$ cat src/rtl/mmio_clint_hub.sv
// mmio_clint_hub: MMIO responder that owns a multi-hart CLINT (per-hart msip
// and mtimecmp, shared prescaled mtime) plus a free-running RTC counter.
// Accesses are launched by a start pulse and answered with req/rdata/err,
// which are held until the consumer acks.
module mmio_clint_hub #(
  parameter int unsigned NUM_HARTS  = 1,
  parameter int unsigned TIMER_DIV  = 1,
  parameter logic [63:0] CLINT_BASE = 64'h0000_0000_0200_0000,
  parameter logic [63:0] RTC_ADDR   = 64'h0000_0000_0200_BFF0
) (
  input  logic                 clk,
  input  logic                 rst,
  input  logic                 start,
  input  logic                 ack,
  input  logic                 ren,
  input  logic                 wen,
  input  logic [63:0]          addr,
  input  logic [63:0]          wdata,
  input  logic [7:0]           wstrb,
  output logic                 req,
  output logic [63:0]          rdata,
  output logic                 err,
  output logic [NUM_HARTS-1:0] o_mtip,
  output logic [NUM_HARTS-1:0] o_msip
);

  localparam int PW = (TIMER_DIV > 1) ? $clog2(TIMER_DIV) : 1;
  localparam logic [PW-1:0] PRESC_MAX = PW'(TIMER_DIV - 1);

  typedef enum logic {IDLE, RESP} state_e;

  state_e                     state_q, state_d;
  logic [63:0]                rdata_q, rdata_d;
  logic                       err_q, err_d;
  logic [NUM_HARTS-1:0]       msip_q, msip_d;
  logic [NUM_HARTS-1:0][63:0] mtimecmp_q, mtimecmp_d;
  logic [63:0]                mtime_q, mtime_d;
  logic [PW-1:0]              presc_q, presc_d;
  logic [63:0]                rtc_q;
  logic [NUM_HARTS-1:0]       mtip_q, mtip_d;
  logic [NUM_HARTS-1:0]       msipIrq_q;

  logic [63:0] offset;
  logic        hitMsip, hitCmp, hitMtime, hitRtc;
  logic [2:0]  hartSel;
  logic        lane, laneStrb, laneBit;
  logic        mtimeWr;
  logic [63:0] mtimeWrData;

  function automatic logic [63:0] mergeBytes(input logic [63:0] old,
                                             input logic [63:0] data,
                                             input logic [7:0]  strb);
    logic [63:0] res;
    res = old;
    for (int b = 0; b < 8; b++) begin
      if (strb[b]) res[8*b +: 8] = data[8*b +: 8];
    end
    return res;
  endfunction

  // Address decode: which register (if any) the access targets, and its hart.
  always_comb begin
    offset   = addr - CLINT_BASE;
    hitRtc   = (addr == RTC_ADDR);
    hitMtime = !hitRtc && (offset == 64'hBFF8);
    hitMsip  = !hitRtc && (offset < 64'(4 * NUM_HARTS)) && (offset[1:0] == 2'b00);
    hitCmp   = !hitRtc && (offset >= 64'h4000) &&
               (offset < 64'h4000 + 64'(8 * NUM_HARTS)) && (offset[2:0] == 3'b000);
    hartSel  = hitCmp ? offset[5:3] : offset[4:2];
    lane     = addr[2];
    laneStrb = lane ? wstrb[4] : wstrb[0];
    laneBit  = lane ? wdata[32] : wdata[0];
  end

  // Handshake FSM and access execution: reads and writes take effect in the
  // IDLE cycle that sees start; RESP just holds the response until ack.
  always_comb begin
    state_d     = state_q;
    rdata_d     = rdata_q;
    err_d       = err_q;
    msip_d      = msip_q;
    mtimecmp_d  = mtimecmp_q;
    mtimeWr     = 1'b0;
    mtimeWrData = mtime_q;
    case (state_q)
      IDLE: begin
        if (start) begin
          state_d = RESP;
          rdata_d = '0;
          err_d   = 1'b0;
          if (ren || wen) begin
            if (!(hitRtc || hitMtime || hitMsip || hitCmp)) begin
              err_d = 1'b1;
            end else if (ren) begin
              if (hitRtc) rdata_d = rtc_q;
              else if (hitMtime) rdata_d = mtime_q;
              else begin
                for (int h = 0; h < NUM_HARTS; h++) begin
                  if (hartSel == 3'(h)) begin
                    if (hitMsip) rdata_d = lane ? {31'b0, msip_q[h], 32'b0} : {63'b0, msip_q[h]};
                    else rdata_d = mtimecmp_q[h];
                  end
                end
              end
            end else begin
              if (hitMtime && (wstrb != 8'h00)) begin
                mtimeWr     = 1'b1;
                mtimeWrData = mergeBytes(mtime_q, wdata, wstrb);
              end
              for (int h = 0; h < NUM_HARTS; h++) begin
                if (hartSel == 3'(h)) begin
                  if (hitMsip && laneStrb) msip_d[h] = laneBit;
                  if (hitCmp) mtimecmp_d[h] = mergeBytes(mtimecmp_q[h], wdata, wstrb);
                end
              end
            end
          end
        end
      end
      RESP: begin
        if (ack) begin
          state_d = IDLE;
          rdata_d = '0;
          err_d   = 1'b0;
        end
      end
      default: state_d = IDLE;
    endcase
  end

  // Prescaled mtime; a bus write overrides the tick and restarts the prescaler.
  always_comb begin
    mtime_d = mtime_q;
    presc_d = presc_q;
    if (mtimeWr) begin
      mtime_d = mtimeWrData;
      presc_d = '0;
    end else if (presc_q == PRESC_MAX) begin
      mtime_d = mtime_q + 64'd1;
      presc_d = '0;
    end else begin
      presc_d = presc_q + PW'(1);
    end
  end

  // Per-hart timer compare against the current register values.
  always_comb begin
    mtip_d = '0;
    for (int h = 0; h < NUM_HARTS; h++) begin
      mtip_d[h] = (mtime_q >= mtimecmp_q[h]);
    end
  end

  // State registers; interrupt lines lag their sources by one cycle.
  always_ff @(posedge clk) begin
    if (rst) begin
      state_q    <= IDLE;
      rdata_q    <= '0;
      err_q      <= 1'b0;
      msip_q     <= '0;
      mtimecmp_q <= '1;
      mtime_q    <= '0;
      presc_q    <= '0;
      rtc_q      <= '0;
      mtip_q     <= '0;
      msipIrq_q  <= '0;
    end else begin
      state_q    <= state_d;
      rdata_q    <= rdata_d;
      err_q      <= err_d;
      msip_q     <= msip_d;
      mtimecmp_q <= mtimecmp_d;
      mtime_q    <= mtime_d;
      presc_q    <= presc_d;
      rtc_q      <= rtc_q + 64'd1;
      mtip_q     <= mtip_d;
      msipIrq_q  <= msip_q;
    end
  end

  assign req    = (state_q == RESP);
  assign rdata  = rdata_q;
  assign err    = err_q;
  assign o_mtip = mtip_q;
  assign o_msip = msipIrq_q;

endmodule

$ cat config.mk
export PLATFORM = sky130hd
export DESIGN_NAME = mmio_clint_hub
export DESIGN_NICKNAME = d
export VERILOG_FILES = /design/src/rtl/mmio_clint_hub.sv
export SDC_FILE = /design/constraint.sdc
export NUM_CORES = 1
export LEC_CHECK = 0
export BUFFER_PORTS_ARGS = -buffer_cell sky130_fd_sc_hd__buf_2
export CORE_ASPECT_RATIO = 0.6
export CORE_MARGIN = 1
export CORE_UTILIZATION = 35
export DETAILED_ROUTE_END_ITERATION = 10
export HOLD_SLACK_MARGIN = 0.06
export MAX_ROUTING_LAYER = met4
export PLACE_DENSITY = 0.61
export SYNTH_ARGS = -nofsm -noshare
export SYNTH_HDL_FRONTEND = slang
export SYNTH_SLANG_ARGS = --single-unit
$ cat constraint.sdc
create_clock -name clk -period 5.79 [get_ports clk]
set_input_delay 1.158 -clock clk [delete_from_list [all_inputs] [get_ports clk]]
set_output_delay 1.158 -clock clk [all_outputs]
set_load 0.01 [all_outputs]
Yosys cells after proc, flatten, opt, wreduce, memory -nomap -nowiden
Index checks and enable logic that the tools add are counted.
Widths: inputs -> output; s select.
{"block": "totals", "regBits": 262, "in_bits": 142, "out_inout_bits": 68, "wordCells": 134}
{"block": "op_classes", "add_sub_neg": 4, "n_lt_le_gt_ge": 4, "n_eq_ne": 19, "mux": 44, "n_bitwise": 3, "n_reduce_logical": 36}
{"operator": "$mux 64", "n": 17}
{"operator": "$add 64x1->64 const B", "n": 2}
{"operator": "$pmux 64 s2", "n": 1}
{"operator": "$reduce_and 8->1", "n": 16}
{"operator": "$eq 64x16->1 const B", "n": 1}
{"operator": "$eq 64x26->1 const B", "n": 1}
{"operator": "$ge 64x15->1 const B", "n": 1}
{"operator": "$ge 64x64->1", "n": 1}
{"operator": "$lt 64x15->1 const B", "n": 1}
{"operator": "$lt 64x3->1 const B", "n": 1}
{"operator": "$mux 8", "n": 8}
{"operator": "$sub 64x26->64 const B", "n": 1}
{"operator": "$mux 33", "n": 1}
{"operator": "$ne 2x2->1 const B", "n": 13}
{"operator": "$mux 1", "n": 14}
{"operator": "$logic_and 1x1->1", "n": 8}
{"operator": "$ne 2x1->1 const B", "n": 4}
{"operator": "$reduce_bool 8->1", "n": 1}
{"operator": "$reduce_and 7->1", "n": 1}
{"operator": "$logic_not 3->1", "n": 2}
{"operator": "$logic_or 1x1->1", "n": 4}
{"operator": "$pmux 1 s2", "n": 2}
{"operator": "$mux 3", "n": 1}
{"operator": "$not 1->1", "n": 3}
{"operator": "other kinds (5)", "n": 5}

Depth between registers and ports, before layout
{"block": "depth", "ltp_word": 15, "ltp_mapped": 13, "depth_no_buf": 11}

Least setup slack after synthesis
Ideal clock, no wire load.
{"block": "synth_path", "path_kind": "input -> register", "start": "input addr[25]", "end": "register mtimecmp_q[24] (netlist bit)", "setup_time_ps": 132, "arrival_time_ps": 4274, "required_time_ps": 5658, "path_slack_ps": 1384, "path_stages": 12, "path_buffers": 1, "path_cell_list": "inv_1 -> ha_1 -> nor3b_2 -> nand4_2 -> o31a_1 -> or4_1 -> or4_1 -> nor4_4 -> buf_4 -> nand2_2 -> nor2_1 -> o21ai_0"}
{"block": "synth_via", "elab_chain_len": 8, "word_cells_on_any_way": 19, "cone_classes": "add/sub (1); order compare (3); eq/ne (2); mux (1); reduce/logical (12)"}
{"item": "from (decl)", "line": "17", "text": "input logic [63:0] addr,"}
{"item": "$sub 64x26->64 / $eq 64x26->1 (equally long branches)", "line": "63, 64"}
{"item": "$ge 64x15->1 / $logic_not 1->1 (equally long branches)", "line": "67, 65, 66"}
{"item": "$logic_and 1x1->1 (2 in series)", "line": "67", "text": "hitCmp = !hitRtc && (offset >= 64'h4000) &&"}
{"item": "$logic_and 1x1->1", "line": "68", "text": "(offset < 64'h4000 + 64'(8 * NUM_HARTS)) && (offset[2:0] == 3'b000);"}
{"item": "$mux 3", "line": "69", "text": "hartSel = hitCmp ? offset[5:3] : offset[4:2];"}
{"item": "$logic_not 3->1", "line": "111", "text": "if (hartSel == 3'(h)) begin"}
{"item": "$reduce_and 8->1 (no source line) *"}
{"item": "to (signal assigned)", "line": "172", "text": "mtimecmp_q <= mtimecmp_d;"}
{"item": "to (decl)", "line": "36", "text": "logic [NUM_HARTS-1:0][63:0] mtimecmp_q, mtimecmp_d;"}
Every way passes the cells marked *; elsewhere a longest branch is shown, timed or not.
A chain may end at the register's enable or synchronous reset.

Worst setup path in the final report
{"block": "layout_path", "start": "input addr[25]", "end": "register mtimecmp_q[15] (netlist bit)"}
Same word-level chain as after synthesis.

==> results.sh <==
export IMPL_run_status="completed"
export IMPL_worst_r2r_setup_slack_ns=1.89
export IMPL_hold_depth=2
export IMPL_die_h_um=162
export IMPL_slew_violations=0
export IMPL_synth_ff_type="dfxtp_1"
export IMPL_worstPathRequired_ns=6.21
export IMPL_die_w_um=268
export IMPL_r2r_end="mtime_q[46]"
export IMPL_io_buffers=209
export IMPL_ys_warn_count=0
export IMPL_synth_edf_count=0
export IMPL_top_level_ports=210
export IMPL_drtIter0Drc=1741
export IMPL_ys_top_cells_by_area="dfxtp_1 (35%), a21oi_1 (6.5%), ha_1 (5.6%)"
export IMPL_cp_start_kind="input pin"
export IMPL_slew_headroom=0.0988
export IMPL_netlist_area_leader_share=0.353
export IMPL_insertion_delay_ns=0.58
export IMPL_tritoncts="done"
export IMPL_cts_buffer_depth=3
export IMPL_worst_pin_slew_ns=1.34
export IMPL_layout_area_overhead_vs_synth_pct=17.2
export IMPL_hold_start="rdata[8]"
export IMPL_placed_area_sq_um=16500
export IMPL_r2r_start="mtime_q[15]"
export IMPL_fill_cells=4293
export IMPL_num_rows=58
export IMPL_end_kind="flip-flop"
export IMPL_grt_total_usage=0.257
export IMPL_gr_total_overflow=0
export IMPL_postSynthAreaPerCell_sq_um=7.94
export IMPL_final_nets=2242
export IMPL_vias=15633
export IMPL_wire_per_inst_um=21.1
export IMPL_min_period_ns=4.45
export IMPL_multi_input_area_sq_um=8920
export IMPL_initial_core_util=0.355
export IMPL_p_leak_nw=7.20
export IMPL_grt_pass1_wl_mm=84.8
export IMPL_postLayoutCellArea_sq_um=17400
export IMPL_syn_nets=2084
export IMPL_die_area_sq_um=43400
export IMPL_min_to="rdata[8]"
export IMPL_drive_gt1_frac=0.155
export IMPL_ant_nets=0
export IMPL_power_density_nw_per_um2=223
export IMPL_ctsResizeCount=0
export IMPL_setup_tns_ns=0
export IMPL_ys_async_sr_fraction=0
export IMPL_ys_seq_area_frac=0.353
export IMPL_netlist_area_sq_um=14900
export IMPL_synth_top_area_cell="dfxtp_1"
export IMPL_numCtsBuffers=28
export IMPL_grt_pass1_vias=14057
export IMPL_irDropWorstVdd_uv=180
export IMPL_critPathKind="in2reg"
export IMPL_htree_levels=1
export IMPL_drcViolationCount=0
export IMPL_skew_ns=0.0258
export IMPL_cp_max_fo=34
export IMPL_syn_inst=1875
export IMPL_postCtsSetupRepairBufs=0
export IMPL_synth_seq_cells=262
export IMPL_setup_viol=0
export IMPL_seqCellArea_sq_um=5250
export IMPL_final_util=0.416
export IMPL_cts_root_buf="clkbuf_16"
export IMPL_period_share=0.768
export IMPL_post_drt_via_cell_ratio=5.96
export IMPL_crit_start="addr[25]"
export IMPL_path_clk_slew_ns=0.06
export IMPL_dp_hpwl_mm=41.0
export IMPL_final_hold_viol_count=0
export IMPL_yosysUniqueCellTypes=70
export IMPL_drt_first_pass_iters=7
export IMPL_finalWirelength_mm=55.4
export IMPL_cap_viol_max_count=0
export IMPL_ctsHoldBuffers=0
export IMPL_cp_arrival_ns=4.87
export IMPL_core_sq_um=41900
export IMPL_reg2reg_depth=9
export IMPL_grt_max_degree=92
export IMPL_clock_sinks=262
export IMPL_gp_congestion=0.965
export IMPL_fmax_mhz=225
export IMPL_min_path_type="reg2reg"
export IMPL_rsz0062_at_grt="false"
export IMPL_antenna_found_initial=8
==> cells in the mapped netlist, drive strengths merged, types with 4 or more instances <==
cell type / number
a21oi: 192
a211o: 5
nand4b: 7
inv: 81
dfxtp: 262
nand3: 75
o31a: 5
a31oi: 20
nor4b: 4
nor4: 47
and4: 9
clkbuf: 85
a21o: 14
ha: 67
o211ai: 13
o21a: 6
nand2b: 18
nand3b: 9
nor2: 170
o21ai: 121
a2bb2oi: 4
a311oi: 8
and2: 21
a22o: 61
or3: 32
mux2i: 6
mux2: 6
nand2: 107
o31ai: 7
nor3: 106
and3: 31
or2: 5
xor2: 35
nand4: 46
buf: 27
a221oi: 64
a211oi: 30
xnor2: 15
nor2b: 15
o221ai: 4
o22ai: 4
==> sequential cells by signal (all words and copies together), names as in the netlist <==
| name | flops |
|---|---|
| mtime_q | 64 |
| mtimecmp_q | 64 |
| rdata | 64 |
| rtc_q | 64 |
| err | 1 |
| msip_q | 1 |
| o_msip | 1 |
| o_mtip | 1 |
| presc_q | 1 |
| req | 1 |
==> cell usage in the layout (no fill, tap or decap), types with 13 or more instances in the layout <==
master and instances:
dfxtp_1 262, buf_2 208, a21oi_1 189, nor2_1 170
o21ai_0 110, nor3_1 103, nand2_1 101, inv_1 80
nand3_1 75, ha_1 67, a221oi_1 64, a22o_1 61
nand4_1 45, nor4_1 42, xor2_1 35, or3_1 31
and3_1 31, a211oi_1 30, clkbuf_16 28, buf_4 26
a31oi_1 20, nand2b_1 18, and2_1 18, nor2b_1 15
xnor2_1 15, a21o_1 14, o211ai_1 13
==> worst max-delay path, cell delays in order <==
cell	delay, ns
buf_2	0.15
inv_1	0.06
ha_1	0.22
nor3b_2	0.25
nand4_2	0.24
o31a_1	0.33
or4_1	0.58
or4_1	0.60
nor4_4	0.37
buf_4	0.43
nand2_2	0.21
nor2_1	0.15
o21ai_0	0.10
==> kinds of logic after synthesis <==
logic type	after synthesis	synth area share
DFF	262	0.353
adders and majority gates	67	0.0563
and+or+nand+nor	713	0.250
AOI/OAI and AO/OA	577	0.251
xor gates and xnor gates	50	0.0294
buffers and inverters	193	0.0515
other	1	0.000252
muxes	12	0.00858
==> cell type report <==
type	count	share of cell area
clock inverter	6	0.00380
tap	570	0.0409
clock buffer	42	0.0478
multi-input combinational	1420	0.512
timing repair buffer	240	0.0773
antenna	3	0.000431
sequential	262	0.301
inverter	81	0.0174
==> routing by layer <==
layer / track usage / up-vias / part of all wire
li1: - / 7335 / -
met1: 0.399 / 7566 / 0.50
met2: 0.336 / 666 / 0.39
met3: 0.0485 / 66 / 0.096
met4: 0.0478 / 0 / 0.016
met5: - / - / 0
==> power by group <==
group	total, mW	switching [mW]	internal, mW
combinational	0.256	0.176	0.0800
sequential	1.82	0.00945	1.81
clock	1.82	0.788	1.03
==> through the flow <==
stage	std cells	worst slack [ns]	total power [mW]	hold slack [ns]
2_1_floorplan	1875	1.38	1.97	0.438
3_3_place_gp	2573	0.883	2.10	0.444
3_5_place_dp	2573	0.828	2.11	0.448
4_1_cts	2621	1.41	3.90	0.457
5_1_grt	2624	1.10	4.00	0.470
6_report	2624	1.34	3.89	0.450
==> worst max-delay path by stage <==
stage | slack, ns | endpoint | depth (start not counted)
2_1_floorplan | 1.38 | mtimecmp_q[24] | 12
3_3_place_gp | 0.88 | mtimecmp_q[15] | 13
3_5_place_dp | 0.83 | mtimecmp_q[15] | 13
4_1_cts | 1.41 | mtimecmp_q[15] | 13
5_1_grt | 1.10 | mtimecmp_q[15] | 13
6_report | 1.34 | mtimecmp_q[15] | 13
No activity file was read; power rests on OpenSTA's default activity.
